File: src/rtl/tile_pkg.sv
// Shared tile types: sequencer state encoding and default word geometry.
package tile_pkg;

  typedef enum logic [1:0] {
    IDLE = 2'd0,
    RUN  = 2'd1,
    DONE = 2'd2
  } state_e;

  localparam int unsigned DEF_WIDTH = 16;
  localparam int unsigned DEF_WORDS = 4;

endpackage

File: src/rtl/add_slice.sv
// One WIDTH-bit adder slice with carry in/out; the only adder in the tile.
module add_slice #(
  parameter int unsigned WIDTH = 16
) (
  input  logic [WIDTH-1:0] a,
  input  logic [WIDTH-1:0] b,
  input  logic             cin,
  output logic [WIDTH-1:0] s,
  output logic             cout
);

  logic [WIDTH:0] sum_c;

  assign sum_c     = (WIDTH+1)'(a) + (WIDTH+1)'(b) + (WIDTH+1)'(cin);
  assign {cout, s} = sum_c;

endmodule

File: src/rtl/multiword_add_ctrl.sv
// Word-serial wide add/subtract: steps one add_slice over the operand words,
// least-significant first, chaining the carry through a register.
module multiword_add_ctrl
  import tile_pkg::*;
#(
  parameter int unsigned WIDTH = DEF_WIDTH,
  parameter int unsigned WORDS = DEF_WORDS
) (
  input  logic                   clk,
  input  logic                   reset_n,
  input  logic                   on_off,
  input  logic                   in_valid,
  output logic                   in_ready,
  input  logic [WIDTH*WORDS-1:0] in_a,
  input  logic [WIDTH*WORDS-1:0] in_b,
  input  logic                   in_carry,
  input  logic                   in_sub,
  output logic                   out_valid,
  input  logic                   out_ready,
  output logic [WIDTH*WORDS-1:0] out_sum,
  output logic                   out_carry,
  output logic                   busy
);

  localparam int unsigned TOTAL = WIDTH * WORDS;
  localparam int unsigned IDX_W = (WORDS > 1) ? $clog2(WORDS) : 1;

  state_e             state_q, state_d;
  logic [TOTAL-1:0]   op_a_q, op_a_d;
  logic [TOTAL-1:0]   op_b_q, op_b_d;
  logic [TOTAL-1:0]   sum_q, sum_d;
  logic [IDX_W-1:0]   idx_q, idx_d;
  logic               carry_q, carry_d;
  logic               out_carry_q, out_carry_d;
  logic               out_valid_q, out_valid_d;

  logic [WIDTH-1:0]   a_word, b_word, s_word;
  logic               cout;

  // Select the operand word currently addressed by idx.
  always_comb begin
    a_word = '0;
    b_word = '0;
    for (int unsigned w = 0; w < WORDS; w++) begin
      if (idx_q == IDX_W'(w)) begin
        a_word = op_a_q[w*WIDTH +: WIDTH];
        b_word = op_b_q[w*WIDTH +: WIDTH];
      end
    end
  end

  add_slice #(.WIDTH(WIDTH)) u_slice (
    .a   (a_word),
    .b   (b_word),
    .cin (carry_q),
    .s   (s_word),
    .cout(cout)
  );

  assign in_ready  = (state_q == IDLE) && on_off && reset_n;
  assign busy      = (state_q != IDLE);
  assign out_valid = out_valid_q;
  assign out_sum   = sum_q;
  assign out_carry = out_carry_q;

  always_comb begin
    state_d     = state_q;
    op_a_d      = op_a_q;
    op_b_d      = op_b_q;
    sum_d       = sum_q;
    idx_d       = idx_q;
    carry_d     = carry_q;
    out_carry_d = out_carry_q;
    out_valid_d = out_valid_q;

    if (!on_off) begin
      // Tile disabled: discard any in-flight op and clear the result.
      state_d     = IDLE;
      out_valid_d = 1'b0;
      carry_d     = 1'b0;
      idx_d       = '0;
      sum_d       = '0;
      out_carry_d = 1'b0;
    end else begin
      unique case (state_q)
        IDLE: begin
          if (in_valid && in_ready) begin
            // Subtract is A + ~B + 1, so the carry-in is forced high.
            op_a_d  = in_a;
            op_b_d  = in_sub ? ~in_b : in_b;
            carry_d = in_sub ? 1'b1 : in_carry;
            idx_d   = '0;
            state_d = RUN;
          end
        end
        RUN: begin
          for (int unsigned w = 0; w < WORDS; w++) begin
            if (idx_q == IDX_W'(w)) sum_d[w*WIDTH +: WIDTH] = s_word;
          end
          carry_d = cout;
          if (idx_q == IDX_W'(WORDS - 1)) begin
            out_carry_d = cout;
            out_valid_d = 1'b1;
            state_d     = DONE;
          end else begin
            idx_d = idx_q + IDX_W'(1);
          end
        end
        DONE: begin
          if (out_ready) begin
            out_valid_d = 1'b0;
            state_d     = IDLE;
          end
        end
        default: state_d = IDLE;
      endcase
    end
  end

  always_ff @(posedge clk or negedge reset_n) begin
    if (!reset_n) begin
      state_q     <= IDLE;
      op_a_q      <= '0;
      op_b_q      <= '0;
      sum_q       <= '0;
      idx_q       <= '0;
      carry_q     <= 1'b0;
      out_carry_q <= 1'b0;
      out_valid_q <= 1'b0;
    end else begin
      state_q     <= state_d;
      op_a_q      <= op_a_d;
      op_b_q      <= op_b_d;
      sum_q       <= sum_d;
      idx_q       <= idx_d;
      carry_q     <= carry_d;
      out_carry_q <= out_carry_d;
      out_valid_q <= out_valid_d;
    end
  end

endmodule
File: config.mk
export PLATFORM = sky130hd
export DESIGN_NAME = multiword_add_ctrl
export DESIGN_NICKNAME = d
export VERILOG_FILES = /design/src/rtl/tile_pkg.sv /design/src/rtl/add_slice.sv /design/src/rtl/multiword_add_ctrl.sv
export SDC_FILE = /design/constraint.sdc
export NUM_CORES = 1
export LEC_CHECK = 0
export BUFFER_PORTS_ARGS = -buffer_cell sky130_fd_sc_hd__buf_2
export CAP_MARGIN = 0
export CORE_MARGIN = 5
export CORE_UTILIZATION = 42
export DETAILED_ROUTE_END_ITERATION = 16
export GPL_ROUTABILITY_DRIVEN = 0
export GPL_TIMING_DRIVEN = 0
export HOLD_SLACK_MARGIN = 0.05
export PLACE_DENSITY = 0.69
export SLEW_MARGIN = 20
export SYNTH_ARGS = -nofsm -noshare
export SYNTH_HDL_FRONTEND = slang
export SYNTH_HIERARCHICAL = 1
export SYNTH_SLANG_ARGS = --single-unit
export TNS_END_PERCENT = 10
File: constraint.sdc
create_clock -name clk -period 4.65 [get_ports clk]
set_clock_uncertainty 0.15 [all_clocks]
set_input_delay 0.93 -clock clk [delete_from_list [all_inputs] [get_ports clk]]
set_output_delay 0.93 -clock clk [all_outputs]
set_load 0.005 [all_outputs]
---- Word-level counts from Yosys, hierarchy flattened ----
Index checks and enable logic that the tools add are counted.
storage, ports and cells
  bits in registers ....................... 199
  input port bits ......................... 135
  output and inout bits ................... 68
operators by class
  add/sub/neg operators ................... 3
  mux-type cells .......................... 35
  equal/unequal tests ..................... 16
  reduce and logical (&&, ||, !) cells .... 15
  bitwise gates (word level) .............. 1
operators by type and width
  cell                                                                     count
  16-bit two-way mux                                                       12
  64-bit two-way mux                                                       3
  64-bit inverter                                                          1
  16-bit by 16-bit adder with 17-bit output                                1
  17-bit by 1-bit adder with 17-bit output                                 1
  2-bit two-way mux                                                        7
  3-bit AND reduction                                                      4
  2-bit by 1-bit inequality test with 1-bit output, second input constant  5
  2-bit AND reduction                                                      5
  1-bit two-way mux                                                        9
  3-bit inequality test, second input constant                             3
  2-bit == test, second input constant                                     3
  3-bit by 1-bit inequality test with 1-bit output, second input constant  2
  2-bit case mux with 3 select lines                                       1
  2-bit by 1-bit == test with 1-bit output, second input constant          2
  2-bit zero test                                                          2
  1-bit case mux with 2 select lines                                       2
  2-bit case mux with 2 select lines                                       1
  1-bit logical AND                                                        3
  3-bit by 2-bit inequality test with 1-bit output, second input constant  1
  2-bit by 1-bit adder with 2-bit output, second input constant            1
  2-bit nonzero test                                                       1

---- Logic depth before layout (Yosys ltp) ----
  depth in word-level cells ............... 10
  mapped depth ............................ 16

---- Cells and area by module ----
Netlist, hierarchy kept.
modules (own cells, without submodules)
  module              cells an instance  instances  sequential area each (um^2)  area each (um^2)
  multiword_add_ctrl  858                1          4979.8                       10123.5
  add_slice           94                 1          0.0                          743.2

---- Least setup slack after synthesis ----
OpenSTA, ideal clock, no wires.
  path type ............................... register to register
  from .................................... register idx_q[0]
  to ...................................... register sum_q[14], in the netlist out_sum[14]
  buffers on the path ..................... 2
  library setup time ...................... 0.084 ns
  stages on the path, launching flop included .. 16
  path slack .............................. 0.817 ns
  arrival ................................. 3.599 ns
  clock period less this slack ............ 3.833 ns
  path through ............................ dfrtp_1 > inv_1 > ha_1 > clkbuf_1 > buf_1 > a21oi_1 > a22o_1 > fa_1 > fa_1 > a21o_1 > a311oi_2 > o211ai_2 > a41oi_2 > xnor2_1 > nand2_1 > a21boi_0
on the way
  longest elaborated chain between the ends .. 10
  elaborated cells on any way between the ends .. 19
ends and longest elaborated chain
  what                                         line                       RTL
  start: declaration                           multiword_add_ctrl.sv:32   logic [IDX_W-1:0] idx_q, idx_d;
  start signal: assignment                     multiword_add_ctrl.sv:135  idx_q <= idx_d;
  2-bit zero test                              multiword_add_ctrl.sv:45   if (idx_q == IDX_W'(w)) begin
  16-bit two-way mux (3 in series)             multiword_add_ctrl.sv:45
  16-bit two-way mux *                         multiword_add_ctrl.sv:45
  named net a_word[0]                          multiword_add_ctrl.sv:37   logic [WIDTH-1:0] a_word, b_word, s_word;
  16-bit by 16-bit adder with 17-bit output *  add_slice.sv:14            assign sum_c = (WIDTH+1)'(a) + (WIDTH+1)'(b) + (WIDTH+1)'(cin);
  17-bit by 1-bit adder with 17-bit output *   add_slice.sv:14
  named net s_word[14]                         multiword_add_ctrl.sv:37
  16-bit two-way mux *                         multiword_add_ctrl.sv:98   if (idx_q == IDX_W'(w)) sum_d[w*WIDTH +: WIDTH] = s_word;
  64-bit two-way mux *                         multiword_add_ctrl.sv:85   unique case (state_q)
  64-bit two-way mux *                         multiword_add_ctrl.sv:76   if (!on_off) begin
  end signal: assignment                       multiword_add_ctrl.sv:134  sum_q <= sum_d;
  end: declaration                             multiword_add_ctrl.sv:31   logic [TOTAL-1:0] sum_q, sum_d;
Mark *: on every way through the listed nets, which the timed path passes. The rest lies on a longest branch. The select of a mux whose other input is x is not followed.
A chain may end at the register's enable or synchronous reset.

---- Worst setup path after layout ----
Same ends and word-level chain as after synthesis.

==> impl_results.md <==
* Outcome: completed
* Comb power frac at 0.323
* Clock power share at 0.278
* Leak pwr at 6.69 nW
* Mapped Area at 10900 um^2
* Cell variety after synth at 57
* Synthesis warning total at 6
* CP cell instances: inv_1, ha_1, clkbuf_1, clkbuf_1, nand2_1, o21ai_0, a22o_1, fa_1, fa_1, a21o_1, a311oi_2, o211ai_2, a41oi_2, xnor2_2, nand2_1, a21boi_0
* Most frequent cell after synthesis: dfrtp_1
* Initial antenna violation count at 0
* First-pass GRT wire length at 44.8 mm
* Syn_nets at 1108
* FF/Latch Area at roughly 5000 um^2
* Root Buffer: clkbuf_16
* Internal at 3.70 mW
* Starting Density at 0.429
* IR drop worst, VDD at 228 uV
* Crit path DAT at ~4.6 ns
* Longest Clk Path Bufs at 2
* Post-synthesis sequential area ratio at 0.458
* Measured slew at the worst slew-check pin at 0.749 ns
* Gr ovfl total at 0
* Die H at 171 um
* Design Power at roughly 5.6 mW
* Area delta synth->final at 19.5%
* DP Area at 12400 um^2
* Fill cells at about 2300
* Via density at 5.12
* Max Fclk at 0.228 GHz
* Flop pwr share at 0.399
* Data required time at the worst endpoint at 4.85 ns
* Largest net degree at the start of global routing at 94
* Max Cap Viol at 0
* Ys flop type: dfrtp_1
* CP Capture Type: flop
* Synth top area share at 0.458
* Finished Layout Cells at 1517
* Die W at 171 um
* Finished Cell Area at 13000 um^2
* DRC violation count after routing at 0
* All-layer global routing usage at 0.198
* Hold-fix buffer count after cts at 0
* Port bufs at 201
* Post-synth ARST share at 1.00
* Final Util at 0.513
* Placed Cells incl. Taps at 1485
* CP max FO at 10
* WL/cell at 18.9 um
* Setup repair bufs after CTS at 0
* Initial DRC count at 505
* Final Max Slew Viols at 0
* Share of cells above drive strength 1 at 0.356
* HP Class: in2async
* DRT Pass-1 Iters at 8
* Hold Slack at 0.184 ns
* Reg2reg setup slack at between 0.2 and 0.3 ns
* Max_slew headroom at 0.501
* FF-to-FF path depth at 16
* Switching Share at 0.337
* CTS H-tree lvls at 4
* Endpoints failing setup at 0
* Slowest CP cell: fa_1
* Core Rows at 58
* R2r endpoint: out_sum[14]$_DFFE_PN0P_
* # clock sinks at between 150 and 200
* Fin crit share at 0.942
* Top cell type by total area after synthesis: dfrtp_1
* Syn Inst Count at 952
* Multi-input gate area at 5220 um^2
* Syn avg cell area at 11.4 um^2
* CTS tree: yes
* Number of global-route vias before repair at 8029
* IO Pins at ~200
* Number of synthesized flops with an enable pin at 0
* Setup WS post-layout at 0.271 ns
* Pre-CTS worst setup slack at -0.121 ns
* Most frequent cells after synthesis: dfrtp_1, nand2_1, mux2_4, a21oi_1, xor2_1
* Clk_lat worst skew at around 0.44 ns
* Sum Neg Setup Slack at 0 ns
* Top cells by area, synth: dfrtp_1, mux2_4, nand2_1
* Inserted Diodes at 0
* Fin crit period at 4.38 ns
* Dpl hpwl at 22.0 mm
* Cts bufs inserted at 17
* Setup crit start kind: flop
* P per Cell Area at around 430 nW/um^2
* Clock-pin slew on the worst setup and hold paths at 0.07 ns
* Final wirelength at 28.6 mm
* Core ar. at 25300 um^2
* Antenna viol nets, final at 0
* Vias after detailed routing at 7765
* Crit Reg-Reg Startpoint: idx_q[0]$_DFFE_PN0P_
* Nets@finish at 1330
* RSZ-0062 raised after global routing: false
* Switch Pwr at 1.88 mW
* Setup CP Type: reg2reg
* Seq cells post-synth at 199
* CP Launch Point: idx_q[0]$_DFFE_PN0P_
* Die area at 29200 um^2
* Fin. Hold Viols at 0
* Critical path's largest stage delay at 0.49 ns
kinds of logic after synthesis:
family	count (synthesis)	synth area share
buffers and inverters	106	0.0621
AOI/OAI and AO/OA	239	0.148
adders and majority gates	21	0.0256
DFF	199	0.458
and+or+nand+nor	179	0.0743
muxes	131	0.170
xor gates and xnor gates	77	0.0621
critical path: cells and delay by family, from the launching register on:
| kind | cells | cell delay [ns] |
|---|---|---|
| xor+xnor | 1 | 0.20 |
| fa+ha+maj | 3 | 1.11 |
| buf+inv | 3 | 0.67 |
| simple gates | 2 | 0.19 |
| compound gates | 7 | 1.58 |
| flops | 1 | 0.40 |
power groups by stage:
stage / Clock, mW / Combinational, mW / Sequential, mW
after global placement: 0 / 1.74 / 2.24
after global routing: 1.64 / 1.98 / 2.26
final: 1.55 / 1.80 / 2.23
after CTS: 1.57 / 1.79 / 2.22
after detailed placement: 0 / 1.79 / 2.25
after floorplan: 0 / 1.25 / 2.19
placed cells by master (no fill, tap or decap), types with 4 or more instances in the layout:
cell | netlist | routed
buf_2 | 10 | 212
dfrtp_1 | 199 | 199
nand2_1 | 144 | 144
mux2_4 | 104 | 104
a21oi_1 | 76 | 76
xor2_1 | 55 | 55
a21boi_0 | 47 | 47
inv_1 | 37 | 37
o21ai_0 | 36 | 36
a22o_1 | 32 | 32
clkbuf_1 | 24 | 21
xnor2_1 | 22 | 21
ha_1 | 19 | 19
mux2i_1 | 18 | 18
clkbuf_16 | 0 | 17
a22o_2 | 16 | 16
buf_12 | 11 | 11
clkbuf_2 | 3 | 9
mux2_2 | 9 | 9
buf_6 | 6 | 6
a21o_1 | 6 | 6
buf_1 | 9 | 4
buf_4 | 4 | 4
inv_6 | 0 | 4
o21ai_1 | 4 | 4
layer usage:
metal / global-route usage / vias to the layer above / wire length, um
met5: 0 / - / 0
met4: 0.0696 / 0 / 765
met3: 0.0293 / 34 / 1510
met2: 0.301 / 249 / 12800
met1: 0.291 / 3750 / 13500
li1: - / 3732 / -
cell type report:
class | instances | share of cell area
Multi-Input combinational cell | 647 | 0.402
Sequential cell | 199 | 0.384
Timing Repair Buffer | 203 | 0.0825
Buffer | 69 | 0.0420
Clock buffer | 19 | 0.0349
Tap cell | 330 | 0.0318
Clock inverter | 13 | 0.0123
Inverter | 37 | 0.0107
state kept, by name, summed over array words and instances, names as in the netlist:
register,flops
op_b_q,64
carry_q,1
out_carry,1
op_a_q,64
out_sum,64
idx_q,2
state_q,2
out_valid,1
what timing repair did:
item | CTS | global route
resized for setup | 2 | 10
hold endpoints to repair | 0 | 0
endpoints found under the setup margin | 7 | 12
pin swaps | 0 | 0
how the worst max path moves through the flow:
| stage | to | cells past startpoint |
|---|---|---|
| CTS | out_sum[14]$_DFFE_PN0P_ | 15 |
| floorplan | out_sum[14]$_DFFE_PN0P_ | 15 |
| global route | out_sum[14]$_DFFE_PN0P_ | 16 |
| global placement | in_ready | 3 |
| finish | out_sum[14]$_DFFE_PN0P_ | 16 |
| detailed placement | out_sum[14]$_DFFE_PN0P_ | 15 |
No activity file was read; power rests on OpenSTA's default activity.
